<file path="src/rtl/load_store_unit_if.sv">
// Request/response handshake bundle between the controller (master) and the load/store unit (slave).
interface load_store_unit_if #(
    parameter int AW = 4,
    parameter int DW = 4,
    parameter int RW = 2
);
    logic          req_valid;
    logic          req_ready;
    logic [1:0]    req_op;
    logic [AW-1:0] req_addr;
    logic [DW-1:0] req_wdata;
    logic [RW-1:0] req_reg;

    logic          resp_valid;
    logic          resp_ready;
    logic [DW-1:0] resp_data;
    logic [RW-1:0] resp_reg;
    logic          resp_wb;
    logic          resp_err;

    modport master (
        output req_valid, req_op, req_addr, req_wdata, req_reg, resp_ready,
        input  req_ready, resp_valid, resp_data, resp_reg, resp_wb, resp_err
    );

    modport slave (
        input  req_valid, req_op, req_addr, req_wdata, req_reg, resp_ready,
        output req_ready, resp_valid, resp_data, resp_reg, resp_wb, resp_err
    );
endinterface

</file>
<file path="src/rtl/load_store_unit.sv">
// Single-outstanding load/store/rmw-add sequencer in front of a registered-read data_memory.
// Optional last-write forwarding for loads is enabled with `define LSU_FWD_EN.
module load_store_unit #(
    parameter int AW = 4,
    parameter int DW = 4,
    parameter int RW = 2
) (
    input  logic                clk,
    input  logic                rst,
    load_store_unit_if.slave    bus,
    output logic [AW-1:0]       M_add,
    output logic                M_we,
    output logic                M_re,
    output logic [DW-1:0]       M_wd,
    input  logic [DW-1:0]       M_rd
);
    localparam logic [1:0] OP_LOAD  = 2'b00;
    localparam logic [1:0] OP_STORE = 2'b01;
    localparam logic [1:0] OP_RMW   = 2'b10;

    typedef enum logic [2:0] {
        IDLE,
        RD_ISSUE,
        RD_CAPTURE,
        WR_ISSUE,
        RESP
    } state_t;

    state_t        state_reg, state_next;
    logic [1:0]    op_reg;
    logic [AW-1:0] addr_reg;
    logic [DW-1:0] wdata_reg;
    logic [RW-1:0] dest_reg;
    logic [DW-1:0] rdata_reg;
    logic          err_reg;
    logic          fwd_hit;

`ifdef LSU_FWD_EN
    logic          fwd_v_reg;
    logic [AW-1:0] fwd_addr_reg;
    logic [DW-1:0] fwd_data_reg;

    assign fwd_hit = fwd_v_reg && (bus.req_op == OP_LOAD) && (bus.req_addr == fwd_addr_reg);

    // Tracks the most recent memory write so a matching load can skip the read.
    always_ff @(posedge clk or posedge rst) begin
        if (rst) begin
            fwd_v_reg    <= 1'b0;
            fwd_addr_reg <= '0;
            fwd_data_reg <= '0;
        end else if (state_reg == WR_ISSUE) begin
            fwd_v_reg    <= 1'b1;
            fwd_addr_reg <= addr_reg;
            fwd_data_reg <= wdata_reg;
        end
    end
`else
    assign fwd_hit = 1'b0;
`endif

    always_ff @(posedge clk or posedge rst) begin
        if (rst) begin
            state_reg <= IDLE;
            op_reg    <= '0;
            addr_reg  <= '0;
            wdata_reg <= '0;
            dest_reg  <= '0;
            rdata_reg <= '0;
            err_reg   <= 1'b0;
        end else begin
            state_reg <= state_next;
            case (state_reg)
                IDLE: begin
                    if (bus.req_valid) begin
                        op_reg    <= bus.req_op;
                        addr_reg  <= bus.req_addr;
                        wdata_reg <= bus.req_wdata;
                        dest_reg  <= bus.req_reg;
                        err_reg   <= (bus.req_op == 2'b11);
                        rdata_reg <= '0;
`ifdef LSU_FWD_EN
                        if (fwd_hit)
                            rdata_reg <= fwd_data_reg;
`endif
                    end
                end
                RD_CAPTURE: begin
                    rdata_reg <= M_rd;
                    // Carry out of the add is intentionally dropped.
                    if (op_reg == OP_RMW)
                        wdata_reg <= M_rd + wdata_reg;
                end
                default: ;
            endcase
        end
    end

    assign M_add = addr_reg;

    always_comb begin
        state_next     = state_reg;
        bus.req_ready  = 1'b0;
        bus.resp_valid = 1'b0;
        bus.resp_data  = '0;
        bus.resp_reg   = '0;
        bus.resp_wb    = 1'b0;
        bus.resp_err   = 1'b0;
        M_re           = 1'b0;
        M_we           = 1'b0;
        M_wd           = '0;
        case (state_reg)
            IDLE: begin
                bus.req_ready = 1'b1;
                if (bus.req_valid) begin
                    case (bus.req_op)
                        OP_LOAD:  state_next = fwd_hit ? RESP : RD_ISSUE;
                        OP_STORE: state_next = WR_ISSUE;
                        OP_RMW:   state_next = RD_ISSUE;
                        default:  state_next = RESP;
                    endcase
                end
            end
            RD_ISSUE: begin
                M_re       = 1'b1;
                state_next = RD_CAPTURE;
            end
            RD_CAPTURE: begin
                state_next = (op_reg == OP_RMW) ? WR_ISSUE : RESP;
            end
            WR_ISSUE: begin
                M_we       = 1'b1;
                M_wd       = wdata_reg;
                state_next = RESP;
            end
            RESP: begin
                bus.resp_valid = 1'b1;
                bus.resp_reg   = dest_reg;
                bus.resp_err   = err_reg;
                bus.resp_wb    = (op_reg == OP_LOAD) || (op_reg == OP_RMW);
                bus.resp_data  = bus.resp_wb ? rdata_reg : '0;
                if (bus.resp_ready)
                    state_next = IDLE;
            end
            default: state_next = IDLE;
        endcase
    end
endmodule

</file>
<file path="src/flat_wrapper.sv">
// flat-port wrapper written by rule: the top's interface ports become plain ports
module load_store_unit_flat 
#(
    parameter int AW = 4,
    parameter int DW = 4,
    parameter int RW = 2
)
  (clk, rst, M_add, M_we, M_re, M_wd, M_rd, bus_req_valid, bus_req_op, bus_req_addr, bus_req_wdata, bus_req_reg, bus_resp_ready, bus_req_ready, bus_resp_valid, bus_resp_data, bus_resp_reg, bus_resp_wb, bus_resp_err);
  load_store_unit_if #(.AW(AW), .DW(DW), .RW(RW)) bus_i ();
  input  logic clk;
  input  logic rst;
  output logic [AW-1:0] M_add;
  output logic M_we;
  output logic M_re;
  output logic [DW-1:0] M_wd;
  input  logic [DW-1:0] M_rd;
  input wire logic [$bits(bus_i.req_valid)-1:0] bus_req_valid;
  input wire logic [$bits(bus_i.req_op)-1:0] bus_req_op;
  input wire logic [$bits(bus_i.req_addr)-1:0] bus_req_addr;
  input wire logic [$bits(bus_i.req_wdata)-1:0] bus_req_wdata;
  input wire logic [$bits(bus_i.req_reg)-1:0] bus_req_reg;
  input wire logic [$bits(bus_i.resp_ready)-1:0] bus_resp_ready;
  output wire logic [$bits(bus_i.req_ready)-1:0] bus_req_ready;
  output wire logic [$bits(bus_i.resp_valid)-1:0] bus_resp_valid;
  output wire logic [$bits(bus_i.resp_data)-1:0] bus_resp_data;
  output wire logic [$bits(bus_i.resp_reg)-1:0] bus_resp_reg;
  output wire logic [$bits(bus_i.resp_wb)-1:0] bus_resp_wb;
  output wire logic [$bits(bus_i.resp_err)-1:0] bus_resp_err;
  assign bus_i.req_valid = bus_req_valid;
  assign bus_i.req_op = bus_req_op;
  assign bus_i.req_addr = bus_req_addr;
  assign bus_i.req_wdata = bus_req_wdata;
  assign bus_i.req_reg = bus_req_reg;
  assign bus_i.resp_ready = bus_resp_ready;
  assign bus_req_ready = bus_i.req_ready;
  assign bus_resp_valid = bus_i.resp_valid;
  assign bus_resp_data = bus_i.resp_data;
  assign bus_resp_reg = bus_i.resp_reg;
  assign bus_resp_wb = bus_i.resp_wb;
  assign bus_resp_err = bus_i.resp_err;
  load_store_unit #(.AW(AW), .DW(DW), .RW(RW)) u_core (.clk(clk), .rst(rst), .bus(bus_i), .M_add(M_add), .M_we(M_we), .M_re(M_re), .M_wd(M_wd), .M_rd(M_rd));
endmodule
</file>
<file path="config.mk">
export PLATFORM = sky130hd
export DESIGN_NAME = load_store_unit_flat
export DESIGN_NICKNAME = d
export VERILOG_FILES = /design/src/rtl/load_store_unit_if.sv /design/src/rtl/load_store_unit.sv /design/src/flat_wrapper.sv
export SDC_FILE = /design/constraint.sdc
export NUM_CORES = 1
export LEC_CHECK = 0
export ABC_AREA = 1
export BUFFER_PORTS_ARGS = -buffer_cell sky130_fd_sc_hd__clkbuf_2
export CAP_MARGIN = 20
export CORE_ASPECT_RATIO = 0.75
export CORE_MARGIN = 2
export CORE_UTILIZATION = 44
export CTS_CLUSTER_SIZE = 40
export DETAILED_ROUTE_END_ITERATION = 10
export GPL_TIMING_DRIVEN = 0
export PLACE_DENSITY = 0.77
export RECOVER_POWER = 50
export SETUP_SLACK_MARGIN = 0.5
export SLEW_MARGIN = 20
export SYNTH_ARGS = -nofsm -noshare
export SYNTH_HDL_FRONTEND = slang
export SYNTH_SLANG_ARGS = --single-unit
</file>
<file path="constraint.sdc">
create_clock -name clk -period 1.41 [get_ports clk]
set_clock_uncertainty 0.2 [all_clocks]
set_input_delay 0.2115 -clock clk [delete_from_list [all_inputs] [get_ports clk]]
set_output_delay 0.2115 -clock clk [all_outputs]
set_load 0.05 [all_outputs]
</file>
==> metrics.txt, run 1 <==
# TYPE chip_impl_metric gauge
chip_impl_info{name="run_status",value="finished with violations"} 1
chip_impl_info{name="failed_checks",value="negative hold slack, negative setup slack"} 1
chip_impl_metric{name="cts_buf_count",unit=""} 3
chip_impl_metric{name="fin_total_pwr",unit="mW"} 4.62
chip_impl_metric{name="setup_tns",unit="ns"} -11.39
chip_impl_metric{name="finalCritPeriodShare",unit="%"} 135
chip_impl_metric{name="filler_cell_count",unit=""} 151
chip_impl_info{name="critPathLaunchType",value="flip-flop"} 1
chip_impl_metric{name="post-dp-hpwl",unit="um"} 2060
chip_impl_metric{name="antenna_found_initial",unit=""} 0
chip_impl_metric{name="pin_count",unit=""} 40
chip_impl_metric{name="timing_worst_slew_pin_value",unit="ns"} 0.916
chip_impl_metric{name="dp_cells",unit=""} 232
chip_impl_metric{name="finalHoldWorstSlack",unit="ns"} -0.199
chip_impl_metric{name="post-route-worst-setup-slack",unit="ns"} -0.497
chip_impl_metric{name="critPathBufInv",unit=""} 2
chip_impl_info{name="critical_path.cell_chain",value="inv_2, nor3_4, nand2_4, nor2_4, buf_8"} 1
chip_impl_info{name="layout_commonest_cell",value="sky130_fd_sc_hd__nand2_1"} 1
chip_impl_metric{name="route.detailed.vias_per_inst",unit=""} 5.13
chip_impl_metric{name="power-per-cell-area",unit="nW/um2"} 2190
chip_impl_metric{name="post_detailed_route_count_of_antenna_violating_nets",unit=""} 0
chip_impl_info{name="setup.worst_path.end_class",value="output port"} 1
chip_impl_metric{name="postSynthAreaPerCell",unit="um2"} 7.44
chip_impl_metric{name="slew_margin_rel",unit="%"} 38.6
chip_impl_metric{name="clock_slew_seen_by_the_registers_of_the_worst_setup_and_hold_paths",unit="ns"} 0.12
chip_impl_metric{name="clock_path_buffers",unit=""} 2
chip_impl_info{name="tritoncts",value="built"} 1
chip_impl_metric{name="drtPass1Iterations",unit=""} 4
chip_impl_info{name="final_cell_mix",value="sky130_fd_sc_hd__nand2_1, sky130_fd_sc_hd__inv_1, sky130_fd_sc_hd__clkbuf_2"} 1
chip_impl_metric{name="clock_sink_count",unit=""} 20
chip_impl_metric{name="netlist.area_leader.share",unit="%"} 42.9
chip_impl_info{name="cpMaxStageDelayCell",value="sky130_fd_sc_hd__dfrtp_1"} 1
chip_impl_metric{name="die_h",unit="um"} 48.6
chip_impl_metric{name="grt_pass1_wl",unit="um"} 5680
chip_impl_info{name="hold_path.class",value="in -> async"} 1
chip_impl_metric{name="final_instance_count_excl_fillers",unit=""} 254
chip_impl_metric{name="cp_data_required_time",unit="ns"} 1.00
chip_impl_metric{name="max-cap-violations",unit=""} 0
chip_impl_metric{name="portBuffers",unit=""} 39
chip_impl_metric{name="seq_area",unit="um2"} 508
chip_impl_info{name="root_buffer",value="sky130_fd_sc_hd__clkbuf_4"} 1
chip_impl_metric{name="maximum_number_of_pins_on_one_net_before_global_route_repair",unit=""} 21
chip_impl_metric{name="syn-instance-count",unit=""} 157
chip_impl_metric{name="routed_wire_length_per_instance",unit="um"} 15.2
chip_impl_metric{name="die-area",unit="um2"} 3090
chip_impl_metric{name="synthesis.yosys.warnings",unit=""} 0
chip_impl_metric{name="layout.nets",unit=""} 243
chip_impl_info{name="synth.largest_area_cell",value="sky130_fd_sc_hd__dfrtp_1"} 1
chip_impl_metric{name="die_w",unit="um"} 63.5
chip_impl_metric{name="core_area",unit="um2"} 2560
chip_impl_metric{name="grt-ovfl-total",unit=""} 0
chip_impl_metric{name="cell_area_after_technology_mapping",unit="um2"} 1170
chip_impl_metric{name="grt_pass1_vias",unit=""} 1237
chip_impl_info{name="crit_type",value="reg -> out"} 1
chip_impl_metric{name="max_freq",unit="MHz"} 524
chip_impl_metric{name="gp_congestion",unit=""} 0.840
chip_impl_metric{name="crit_path_max_fo",unit=""} 5
chip_impl_metric{name="finalHoldViolCount",unit=""} 32
chip_impl_metric{name="yosysSeqAreaShare",unit="%"} 42.9
chip_impl_metric{name="post-route-min-period",unit="ns"} 1.91
chip_impl_metric{name="via_count",unit=""} 1304
chip_impl_metric{name="grt_use_total",unit="%"} 23.5
chip_impl_metric{name="irDropWorstVdd",unit="V"} 0.00141
chip_impl_metric{name="synth_nets",unit=""} 181
chip_impl_metric{name="crit_arrival",unit="ns"} 1.50
chip_impl_metric{name="share_of_final_layout_standard_cells_stronger_than_drive_strength_1",unit="%"} 52.3
chip_impl_metric{name="worst_path_largest_cell_delay",unit="ns"} 0.38
chip_impl_info{name="grt_setup_unrepaired",value="yes"} 1
chip_impl_metric{name="synth_seq_cells",unit=""} 20
chip_impl_metric{name="drt_iter0_markers",unit=""} 76
chip_impl_metric{name="cts_htree_levels",unit=""} 1
chip_impl_metric{name="n_antenna_cell",unit=""} 0
chip_impl_metric{name="final-setup-viol-count",unit=""} 36
chip_impl_metric{name="areaGrowthSynthToFinish",unit="%"} 80.7
chip_impl_metric{name="multi_input_area",unit="um2"} 734
chip_impl_metric{name="netlist-cell-type-count",unit=""} 23
chip_impl_info{name="synthTopCellsByArea",value="sky130_fd_sc_hd__dfrtp_1, sky130_fd_sc_hd__nand2_1, sky130_fd_sc_hd__inv_1, sky130_fd_sc_hd__nor2_1, sky130_fd_sc_hd__o21ai_0"} 1
chip_impl_metric{name="p_leak",unit="nW"} 1.02
chip_impl_metric{name="final-max-slew-violation-count",unit=""} 0
chip_impl_info{name="worst_path_dominant_cell_family",value="simple AND/OR/NAND/NOR gates"} 1
chip_impl_metric{name="start_util",unit="%"} 45.6
chip_impl_metric{name="final_routed_drc_violation_total",unit=""} 0
chip_impl_metric{name="worst_skew_pair.late_latency",unit="ns"} 0.30
chip_impl_metric{name="std_cell_rows",unit=""} 16
chip_impl_metric{name="route.final.wire_length",unit="um"} 3860
synthesized netlist by cell type:
master                    number
sky130_fd_sc_hd__ha_1          3
sky130_fd_sc_hd__o21ai_1       3
sky130_fd_sc_hd__nor2_4        1
sky130_fd_sc_hd__or2_2         1
sky130_fd_sc_hd__nand2_2       1
sky130_fd_sc_hd__fa_1          1
sky130_fd_sc_hd__nand3_4       1
sky130_fd_sc_hd__xor2_1        1
sky130_fd_sc_hd__dfrtp_1      20
sky130_fd_sc_hd__inv_4         1
sky130_fd_sc_hd__buf_6         1
sky130_fd_sc_hd__a21oi_1       1
sky130_fd_sc_hd__inv_2         1
sky130_fd_sc_hd__nor2_1       14
sky130_fd_sc_hd__nor3_2        2
sky130_fd_sc_hd__nand3_1       6
sky130_fd_sc_hd__o22ai_1       2
sky130_fd_sc_hd__inv_1        30
sky130_fd_sc_hd__nand2_1      53
sky130_fd_sc_hd__nand2_4       3
sky130_fd_sc_hd__or2_1         1
sky130_fd_sc_hd__o21ai_0       9
sky130_fd_sc_hd__nor2_2        1
stage by stage:
stage / worst slack [ns] / hold WS (ns) / util (%) / instance area (um2)
after floorplan: -0.634 / -0.0251 / - / 1310
after global placement: -0.410 / 0.170 / 60.5 / 1550
after detailed placement: -0.452 / 0.169 / 60.5 / 1550
after CTS: -0.523 / -0.166 / 77.1 / 1970
after global routing: -0.565 / -0.129 / 82.3 / 2110
final: -0.497 / -0.199 / 82.3 / 2110
logic make-up (layout without fill, tap and decap cells):
logic type               count (synthesis)  after routing  share of synthesized area (%)
AO/OA/AOI/OAI                           15             15                           6.64
XOR/XNOR                                 1              1                          0.750
adder cells (fa/ha/maj)                  4              4                           4.93
buffers and inverters                   33             94                           11.5
flip-flops                              20             20                           42.9
AND/OR/NAND/NOR                         84             84                           33.3
repair_timing:
| action | 4_1_cts | 5_1_grt |
|---|---|---|
| pin swaps | 11 | 9 |
| setup buffers | 10 | 7 |
| gates resized for setup | 59 | 34 |
| gates cloned | 0 | 1 |
| setup endpoints to repair | 40 | 46 |
| endpoints found under the hold margin | 33 | 32 |
layer usage:
metal	GRT usage, %	up-vias	share of wire (%)
met5	0	-	0
met4	6.16	0	2.7
met3	5.35	11	6.5
met2	42.3	66	52
met1	28.4	621	39
li1	-	606	-
path summary, 6_finish.rpt:
check / from / end / slack [ns] / cells past startpoint
setup / recovery: u_core.state_reg[2] / bus_resp_data[0] / -0.50 / 5
hold / removal: rst / u_core.dest_reg[1] / -0.20 / 2
setup reg to reg: u_core.state_reg[1] / u_core.wdata_reg[1] / -0.37 / 11
hold reg to reg: u_core.M_add[0] / u_core.M_add[0] / 0.33 / 2
max in group asynchronous: rst / u_core.state_reg[1] / 0.71 / 2
min in group clk: bus_req_addr[3] / u_core.M_add[3] / -0.11 / 3
cell type report:
class | count | share of cell area, %
timing repair buffer | 57 | 29.7
sequential | 20 | 24.1
inverter | 32 | 7.06
buffer | 1 | 0.534
tap | 36 | 2.14
clock buffer | 4 | 1.72
multi-input combinational | 104 | 34.8
power by group:
group / total [mW] / leakage, nW / internal [mW] / switching (mW)
registers: 1.04 / 0.246 / 0.845 / 0.197
clock network: 0.345 / 0.0210 / 0.158 / 0.187
logic: 3.23 / 0.749 / 1.35 / 1.89
total: 4.62 / 1.02 / 2.35 / 2.27
(Power assumes the default switching activity.)
==> inputs of run 2 (changes only) <==
--- a/config.mk
+++ b/config.mk
@@ -14,7 +14,7 @@
 export CTS_CLUSTER_SIZE = 40
 export DETAILED_ROUTE_END_ITERATION = 10
 export GPL_TIMING_DRIVEN = 0
-export PLACE_DENSITY = 0.77
+export PLACE_DENSITY_LB_ADDON = 0.15
 export RECOVER_POWER = 50
 export SETUP_SLACK_MARGIN = 0.5
 export SLEW_MARGIN = 20
==> run 2 against run 1 <==
- critical path type unchanged
- hold slack got worse by 0.00079 ns
- count of clock-buffer cells in the layout decreased by 1
- the run still ends with negative hold slack, negative setup slack left
- core utilization rose by 4.2 points
- highest routed layer unchanged
- combinational power grew 8.0%
==> metrics.txt, run 2 (same netlist as run 1, synthesis figures left out) <==
# TYPE chip_impl_metric gauge
chip_impl_info{name="run_status",value="finished with violations"} 1
chip_impl_info{name="failed_checks",value="negative hold slack, negative setup slack"} 1
chip_impl_metric{name="start_util",unit="%"} 45.6
chip_impl_metric{name="postPlaceCellArea",unit="um2"} 1550
chip_impl_metric{name="share_of_final_layout_standard_cells_stronger_than_drive_strength_1",unit="%"} 55.7
chip_impl_metric{name="max_freq",unit="MHz"} 510
chip_impl_metric{name="die_w",unit="um"} 63.5
chip_impl_metric{name="filler_cell_count",unit=""} 122
chip_impl_metric{name="core_area",unit="um2"} 2560
chip_impl_metric{name="timing_worst_slew_pin_value",unit="ns"} 0.794
chip_impl_metric{name="grt-ovfl-total",unit=""} 0
chip_impl_info{name="final_cell_mix",value="sky130_fd_sc_hd__nand2_1, sky130_fd_sc_hd__inv_1, sky130_fd_sc_hd__clkbuf_2"} 1
chip_impl_metric{name="finalHoldViolCount",unit=""} 32
chip_impl_metric{name="clock_path_buffers",unit=""} 2
chip_impl_metric{name="drtPass1Iterations",unit=""} 4
chip_impl_metric{name="post-route-worst-setup-slack",unit="ns"} -0.550
chip_impl_metric{name="antenna_found_initial",unit=""} 0
chip_impl_metric{name="die_h",unit="um"} 48.6
chip_impl_metric{name="grt_pass1_vias",unit=""} 1294
chip_impl_info{name="cpMaxStageDelayCell",value="sky130_fd_sc_hd__dfrtp_2"} 1
chip_impl_metric{name="cts_htree_levels",unit=""} 1
chip_impl_metric{name="final_routed_drc_violation_total",unit=""} 0
chip_impl_metric{name="clock_slew_seen_by_the_registers_of_the_worst_setup_and_hold_paths",unit="ns"} 0.12
chip_impl_metric{name="post_layout_util",unit="%"} 86.5
chip_impl_info{name="critical_path.cell_chain",value="nor3_4, nand2_4, nor2_4, buf_8"} 1
chip_impl_metric{name="layout.nets",unit=""} 255
chip_impl_metric{name="n_antenna_cell",unit=""} 0
chip_impl_info{name="setup.worst_path.end_class",value="output port"} 1
chip_impl_metric{name="crit_arrival",unit="ns"} 1.55
chip_impl_info{name="grt_setup_unrepaired",value="yes"} 1
chip_impl_metric{name="final-setup-viol-count",unit=""} 36
chip_impl_metric{name="max-cap-violations",unit=""} 0
chip_impl_info{name="root_buffer",value="sky130_fd_sc_hd__clkbuf_4"} 1
chip_impl_info{name="tritoncts",value="built"} 1
chip_impl_metric{name="cp_data_required_time",unit="ns"} 1.00
chip_impl_metric{name="post-route-min-period",unit="ns"} 1.96
chip_impl_metric{name="place_ws",unit="ns"} -0.446
chip_impl_metric{name="drt_iter0_markers",unit=""} 64
chip_impl_metric{name="std_cell_rows",unit=""} 16
chip_impl_metric{name="grt_pass1_wl",unit="um"} 5910
chip_impl_metric{name="p_leak",unit="nW"} 1.08
chip_impl_metric{name="areaGrowthSynthToFinish",unit="%"} 89.8
chip_impl_metric{name="gp_congestion",unit=""} 0.887
chip_impl_metric{name="final-max-slew-violation-count",unit=""} 0
chip_impl_metric{name="post_detailed_route_count_of_antenna_violating_nets",unit=""} 0
chip_impl_metric{name="irDropWorstVdd",unit="V"} 0.00182
chip_impl_metric{name="maximum_number_of_pins_on_one_net_before_global_route_repair",unit=""} 21
chip_impl_metric{name="seq_area",unit="um2"} 509
chip_impl_metric{name="finalCritPeriodShare",unit="%"} 139
chip_impl_metric{name="slew_margin_rel",unit="%"} 47.0
chip_impl_metric{name="multi_input_area",unit="um2"} 734
chip_impl_metric{name="worst_path_largest_cell_delay",unit="ns"} 0.47
chip_impl_metric{name="route.detailed.vias_per_inst",unit=""} 5.22
chip_impl_metric{name="route.final.wire_length",unit="um"} 4240
chip_impl_metric{name="critPathBufInv",unit=""} 1
chip_impl_metric{name="cts_buf_count",unit=""} 3
chip_impl_metric{name="finalInstanceArea",unit="um2"} 2220
chip_impl_info{name="hold_path.class",value="in -> async"} 1
chip_impl_info{name="crit_type",value="reg -> out"} 1
chip_impl_info{name="critPathLaunchType",value="flip-flop"} 1
chip_impl_info{name="worst_path_dominant_cell_family",value="simple AND/OR/NAND/NOR gates"} 1
chip_impl_metric{name="via_count",unit=""} 1389
chip_impl_info{name="layout_commonest_cell",value="sky130_fd_sc_hd__nand2_1"} 1
chip_impl_metric{name="grt_use_total",unit="%"} 25.2
chip_impl_metric{name="pin_count",unit=""} 40
chip_impl_metric{name="routed_wire_length_per_instance",unit="um"} 15.9
chip_impl_metric{name="post-dp-hpwl",unit="um"} 2090
chip_impl_metric{name="worst_skew_pair.late_latency",unit="ns"} 0.32
chip_impl_metric{name="power-per-cell-area",unit="nW/um2"} 2260
chip_impl_metric{name="portBuffers",unit=""} 39
chip_impl_metric{name="crit_path_max_fo",unit=""} 5
chip_impl_metric{name="die-area",unit="um2"} 3090
chip_impl_metric{name="setup_tns",unit="ns"} -14.92
chip_impl_metric{name="finalHoldWorstSlack",unit="ns"} -0.199
chip_impl_metric{name="clock_sink_count",unit=""} 20
## run 2: worst paths after layout
check,start,endpoint,slack (ns),cells past startpoint
max,u_core.state_reg[0],bus_resp_data[2],-0.55,4
min,rst,u_core.rdata_reg[0],-0.20,2
max in group asynchronous,rst,u_core.state_reg[0],0.67,2
max reg2reg,u_core.state_reg[1],u_core.wdata_reg[0],-0.44,11
min reg2reg,u_core.err_reg,u_core.err_reg,0.33,2
min in group clk,bus_req_addr[0],u_core.M_add[0],-0.12,3
## run 2: per-stage QoR
| step | cells | power (mW) | hold WS (ns) |
|---|---|---|---|
| 2_1_floorplan | 157 | 2.69 | -0.0251 |
| 3_3_place_gp | 232 | 3.02 | 0.173 |
| 3_5_place_dp | 232 | 3.09 | 0.184 |
| 4_1_cts | 252 | 4.32 | -0.155 |
| 5_1_grt | 266 | 5.28 | -0.127 |
| 6_report | 266 | 5.02 | -0.199 |
## run 2: worst reg2reg max path, cell delays in order (launching register included)
cell and delay (ns):
sky130_fd_sc_hd__dfrtp_2 0.46, sky130_fd_sc_hd__buf_4 0.14, sky130_fd_sc_hd__buf_6 0.11, sky130_fd_sc_hd__nor2_4 0.14, sky130_fd_sc_hd__buf_6 0.11, sky130_fd_sc_hd__buf_6 0.09, sky130_fd_sc_hd__nand3_4 0.12, sky130_fd_sc_hd__nand2_4 0.13
sky130_fd_sc_hd__nand2_4 0.09, sky130_fd_sc_hd__inv_4 0.09, sky130_fd_sc_hd__nand2_1 0.05, sky130_fd_sc_hd__o21ai_1 0.07
## run 2: final cells by class
cell class                      count  area share [%]
Buffer                              1           0.508
Clock buffer                        3            1.02
Clock inverter                      1            1.36
Inverter                           32            6.66
Multi-Input combinational cell    104            33.1
Sequential cell                    20            23.0
Tap cell                           36            2.03
Timing Repair Buffer               69            32.3
## run 2: report_power, final
part / total (mW) / switching [mW] / internal [mW]
Combinational: 3.49 / 2.00 / 1.50
Sequential: 1.04 / 0.194 / 0.846
Clock: 0.487 / 0.199 / 0.288
## run 2: routing by layer
metal / GRT usage, % / vias up / routed length, um / share of wire [%]
met5: 0 / - / 0 / 0
met2: 41.4 / 78 / 2050 / 48
met1: 31.6 / 674 / 1730 / 41
li1: - / 622 / - / -
met4: 9.42 / 0 / 125 / 2.9
met3: 6.98 / 15 / 336 / 7.9
## run 2: timing repair
action                                  in CTS  in global routing
pin swaps                                   10                 11
hold endpoints to repair                    33                 32
gates cloned                                 0                  1
gates resized for setup                     59                 42
setup buffers                               16                 12
endpoints found under the setup margin      40                 40
==> inputs of run 3 (changes only) <==
--- a/config.mk
+++ b/config.mk
@@ -5,19 +5,19 @@
 export SDC_FILE = /design/constraint.sdc
 export NUM_CORES = 1
 export LEC_CHECK = 0
-export ABC_AREA = 1
+export ABC_AREA = 0
 export BUFFER_PORTS_ARGS = -buffer_cell sky130_fd_sc_hd__clkbuf_2
 export CAP_MARGIN = 20
 export CORE_ASPECT_RATIO = 0.75
 export CORE_MARGIN = 2
-export CORE_UTILIZATION = 44
+export CORE_UTILIZATION = 43
+export CTS_BUF_LIST = sky130_fd_sc_hd__clkbuf_16
 export CTS_CLUSTER_SIZE = 40
 export DETAILED_ROUTE_END_ITERATION = 10
 export GPL_TIMING_DRIVEN = 0
 export PLACE_DENSITY_LB_ADDON = 0.15
 export RECOVER_POWER = 50
 export SETUP_SLACK_MARGIN = 0.5
-export SLEW_MARGIN = 20
 export SYNTH_ARGS = -nofsm -noshare
 export SYNTH_HDL_FRONTEND = slang
 export SYNTH_SLANG_ARGS = --single-unit
==> run 3 against run 2 <==
- the flow still finishes with violations (negative hold slack, negative setup slack)
- routed wire length grew 28%
- die area shrank 2.9%
- clock power grew 28%
- worst setup slack lost 0.055 ns
- sequential share of layout area grew 0.096 points
- total power grew 5.1%
- fmax shrank 2.8%
- non-clock buffer count shrank 3
- largest power group unchanged
- highest routed layer unchanged
- design area shrank 0.90%
==> metrics.txt, run 3 <==
# TYPE chip_impl_metric gauge
chip_impl_metric{name="synth_seq_cells",unit=""} 20
chip_impl_metric{name="final-max-slew-violation-count",unit=""} 0
chip_impl_info{name="layout_commonest_cell",value="sky130_fd_sc_hd__nand2_1"} 1
chip_impl_metric{name="layout.nets",unit=""} 220
chip_impl_metric{name="routed_wire_length_per_instance",unit="um"} 23.7
chip_impl_metric{name="setup_tns",unit="ns"} -14.88
chip_impl_info{name="grt_setup_unrepaired",value="yes"} 1
chip_impl_info{name="hold_path.class",value="in -> async"} 1
chip_impl_metric{name="grt-ovfl-total",unit=""} 0
chip_impl_metric{name="worst_skew_pair.late_latency",unit="ns"} 0.26
chip_impl_metric{name="synthesis.yosys.warnings",unit=""} 0
chip_impl_info{name="synth.largest_area_cell",value="sky130_fd_sc_hd__dfrtp_1"} 1
chip_impl_metric{name="die_w",unit="um"} 62.5
chip_impl_metric{name="postPlaceCellArea",unit="um2"} 1470
chip_impl_metric{name="via_count",unit=""} 1381
chip_impl_metric{name="finalCritPeriodShare",unit="%"} 143
chip_impl_metric{name="post-route-worst-setup-slack",unit="ns"} -0.606
chip_impl_metric{name="grt_pass1_wl",unit="um"} 6130
chip_impl_metric{name="timing_worst_slew_pin_value",unit="ns"} 0.956
chip_impl_info{name="root_buffer",value="sky130_fd_sc_hd__clkbuf_16"} 1
chip_impl_info{name="failed_checks",value="negative hold slack, negative setup slack"} 1
chip_impl_metric{name="crit_path_max_fo",unit=""} 7
chip_impl_metric{name="cts_htree_levels",unit=""} 1
chip_impl_metric{name="maximum_number_of_pins_on_one_net_before_global_route_repair",unit=""} 21
chip_impl_metric{name="irDropWorstVdd",unit="V"} 0.00200
chip_impl_metric{name="areaGrowthSynthToFinish",unit="%"} 98.8
chip_impl_metric{name="cell_area_after_technology_mapping",unit="um2"} 1100
chip_impl_metric{name="post-dp-hpwl",unit="um"} 2120
chip_impl_metric{name="portBuffers",unit=""} 39
chip_impl_metric{name="std_cell_rows",unit=""} 15
chip_impl_metric{name="async_reset_ff_share",unit="%"} 100
chip_impl_metric{name="netlist.area_leader.share",unit="%"} 45.3
chip_impl_metric{name="p_leak",unit="nW"} 1.05
chip_impl_info{name="final_cell_mix",value="sky130_fd_sc_hd__nand2_1, sky130_fd_sc_hd__clkbuf_2, sky130_fd_sc_hd__dfrtp_1"} 1
chip_impl_info{name="run_status",value="finished with violations"} 1
chip_impl_info{name="synth.top_cells.by_count",value="sky130_fd_sc_hd__nand2_1, sky130_fd_sc_hd__dfrtp_1, sky130_fd_sc_hd__and2_1"} 1
chip_impl_metric{name="final_instance_count_excl_fillers",unit=""} 229
chip_impl_metric{name="post_detailed_route_count_of_antenna_violating_nets",unit=""} 0
chip_impl_metric{name="die-area",unit="um2"} 3000
chip_impl_metric{name="dp_cells",unit=""} 203
chip_impl_metric{name="netlist-cell-type-count",unit=""} 30
chip_impl_info{name="postSynth.topFlopCell",value="sky130_fd_sc_hd__dfrtp_1"} 1
chip_impl_metric{name="synth_nets",unit=""} 154
chip_impl_metric{name="clock_slew_seen_by_the_registers_of_the_worst_setup_and_hold_paths",unit="ns"} 0.06
chip_impl_metric{name="finalHoldWorstSlack",unit="ns"} -0.0975
chip_impl_info{name="crit_type",value="reg -> reg"} 1
chip_impl_metric{name="pin_count",unit=""} 40
chip_impl_info{name="setup.worst_path.end_class",value="flip-flop"} 1
chip_impl_metric{name="start_util",unit="%"} 46.7
chip_impl_metric{name="finalInstanceArea",unit="um2"} 2200
chip_impl_metric{name="edff_count_synth",unit=""} 0
chip_impl_info{name="synth.most_common_cell",value="sky130_fd_sc_hd__nand2_1"} 1
chip_impl_metric{name="final-setup-viol-count",unit=""} 34
chip_impl_metric{name="slew_margin_rel",unit="%"} 35.9
chip_impl_metric{name="cts_buf_count",unit=""} 3
chip_impl_metric{name="n_antenna_cell",unit=""} 0
chip_impl_metric{name="route.final.wire_length",unit="um"} 5430
chip_impl_metric{name="cp_data_required_time",unit="ns"} 1.35
chip_impl_info{name="critPathLaunchType",value="flip-flop"} 1
chip_impl_metric{name="antenna_found_initial",unit=""} 0
chip_impl_metric{name="gp_congestion",unit=""} 0.860
chip_impl_metric{name="crit_arrival",unit="ns"} 1.96
chip_impl_metric{name="max-cap-violations",unit=""} 0
chip_impl_metric{name="place_ws",unit="ns"} -0.469
chip_impl_info{name="synthTopCellsByArea",value="sky130_fd_sc_hd__dfrtp_1, sky130_fd_sc_hd__nand2_1, sky130_fd_sc_hd__and2_1, sky130_fd_sc_hd__ha_1, sky130_fd_sc_hd__o21ai_0"} 1
chip_impl_metric{name="clock_sink_count",unit=""} 20
chip_impl_metric{name="fin_total_pwr",unit="mW"} 5.28
chip_impl_metric{name="share_of_final_layout_standard_cells_stronger_than_drive_strength_1",unit="%"} 65.6
chip_impl_metric{name="multi_input_area",unit="um2"} 759
chip_impl_metric{name="drtPass1Iterations",unit=""} 4
chip_impl_info{name="tritoncts",value="built"} 1
chip_impl_metric{name="power-per-cell-area",unit="nW/um2"} 2400
chip_impl_metric{name="clock_path_buffers",unit=""} 2
chip_impl_metric{name="route.detailed.vias_per_inst",unit=""} 6.03
chip_impl_metric{name="post-route-min-period",unit="ns"} 2.02
chip_impl_metric{name="syn-instance-count",unit=""} 130
chip_impl_metric{name="drt_iter0_markers",unit=""} 154
chip_impl_metric{name="final_routed_drc_violation_total",unit=""} 0
chip_impl_metric{name="max_freq",unit="MHz"} 496
chip_impl_metric{name="finalHoldViolCount",unit=""} 25
chip_impl_metric{name="postSynthAreaPerCell",unit="um2"} 8.50
chip_impl_metric{name="grt_pass1_vias",unit=""} 1231
chip_impl_metric{name="yosysSeqAreaShare",unit="%"} 45.3
chip_impl_metric{name="grt_use_total",unit="%"} 28.4
chip_impl_metric{name="core_area",unit="um2"} 2360
chip_impl_metric{name="die_h",unit="um"} 47.9
chip_impl_metric{name="filler_cell_count",unit=""} 70
chip_impl_metric{name="seq_area",unit="um2"} 507
[run 3: path summary, 6_finish.rpt]
| kind | start | end | slack [ns] | cells after the start |
|---|---|---|---|---|
| worst max register to register | u_core.state_reg[2] | u_core.wdata_reg[3] | -0.61 | 6 |
| worst min register to register | u_core.M_add[3] | u_core.M_add[3] | 0.33 | 2 |
| max in group asynchronous | rst | u_core.op_reg[0] | 0.59 | 2 |
| worst max-delay path | u_core.state_reg[2] | u_core.wdata_reg[3] | -0.61 | 6 |
| worst min-delay path | rst | u_core.M_add[3] | -0.1 | 2 |
| min in group clk | bus_req_addr[3] | u_core.M_add[3] | -0.05 | 3 |
[run 3: logic make-up (layout without fill, tap and decap cells)]
logic type | after synthesis | after routing | synth area share [%]
AND/OR/NAND/NOR | 72 | 72 | 31.7
flip-flops | 20 | 20 | 45.3
AO/OA/AOI/OAI | 18 | 18 | 9.63
buffers and inverters | 13 | 78 | 5.55
adder cells (fa/ha/maj) | 4 | 4 | 5.21
multiplexers | 2 | 2 | 1.81
XOR/XNOR | 1 | 1 | 0.793
[run 3: worst max-delay path, stage by stage (launching register included)]
cell	delay, ns
sky130_fd_sc_hd__dfrtp_1	0.37
sky130_fd_sc_hd__buf_6	0.14
sky130_fd_sc_hd__buf_4	0.15
sky130_fd_sc_hd__nor2_1	0.27
sky130_fd_sc_hd__o21ai_2	0.22
sky130_fd_sc_hd__mux2i_1	0.17
sky130_fd_sc_hd__or3b_1	0.39
[run 3: where the power goes]
group | switching, mW | leakage [nW] | internal (mW)
Combinational | 1.92 | 0.770 | 1.64
Clock | 0.243 | 0.0385 | 0.380
Sequential | 0.255 | 0.246 | 0.843
Total | 2.41 | 1.05 | 2.86
[run 3: repair_timing]
item,4_1_cts,5_1_grt
cloned,2,0
setup buffers,11,9
endpoints found under the setup margin,40,60
endpoints found under the hold margin,27,26
pin swaps,9,19
resized for setup,66,44
[run 3: cell type report]
class,instances,area share [%]
Clock inverter,1,0.171
Tap cell,34,1.94
Inverter,7,1.60
Clock buffer,3,3.42
Multi-Input combinational cell,97,34.6
Timing Repair Buffer,61,31.8
Sequential cell,20,23.1
Buffer,6,3.42
[run 3: routing by layer]
layer,vias up,share of wire [%],GRT usage [%]
li1,568,-,-
met4,0,7.6,16.4
met3,42,8.3,5.18
met2,123,50,55.9
met5,-,0,0
met1,648,34,30.6
[run 3: through the flow]
step	hold slack [ns]	utilization, %
finish	-0.0975	92.9
global route	-0.0353	92.9
CTS	-0.0900	84.3
detailed placement	0.174	62.0
global placement	0.165	62.0
floorplan	-0.0249	-
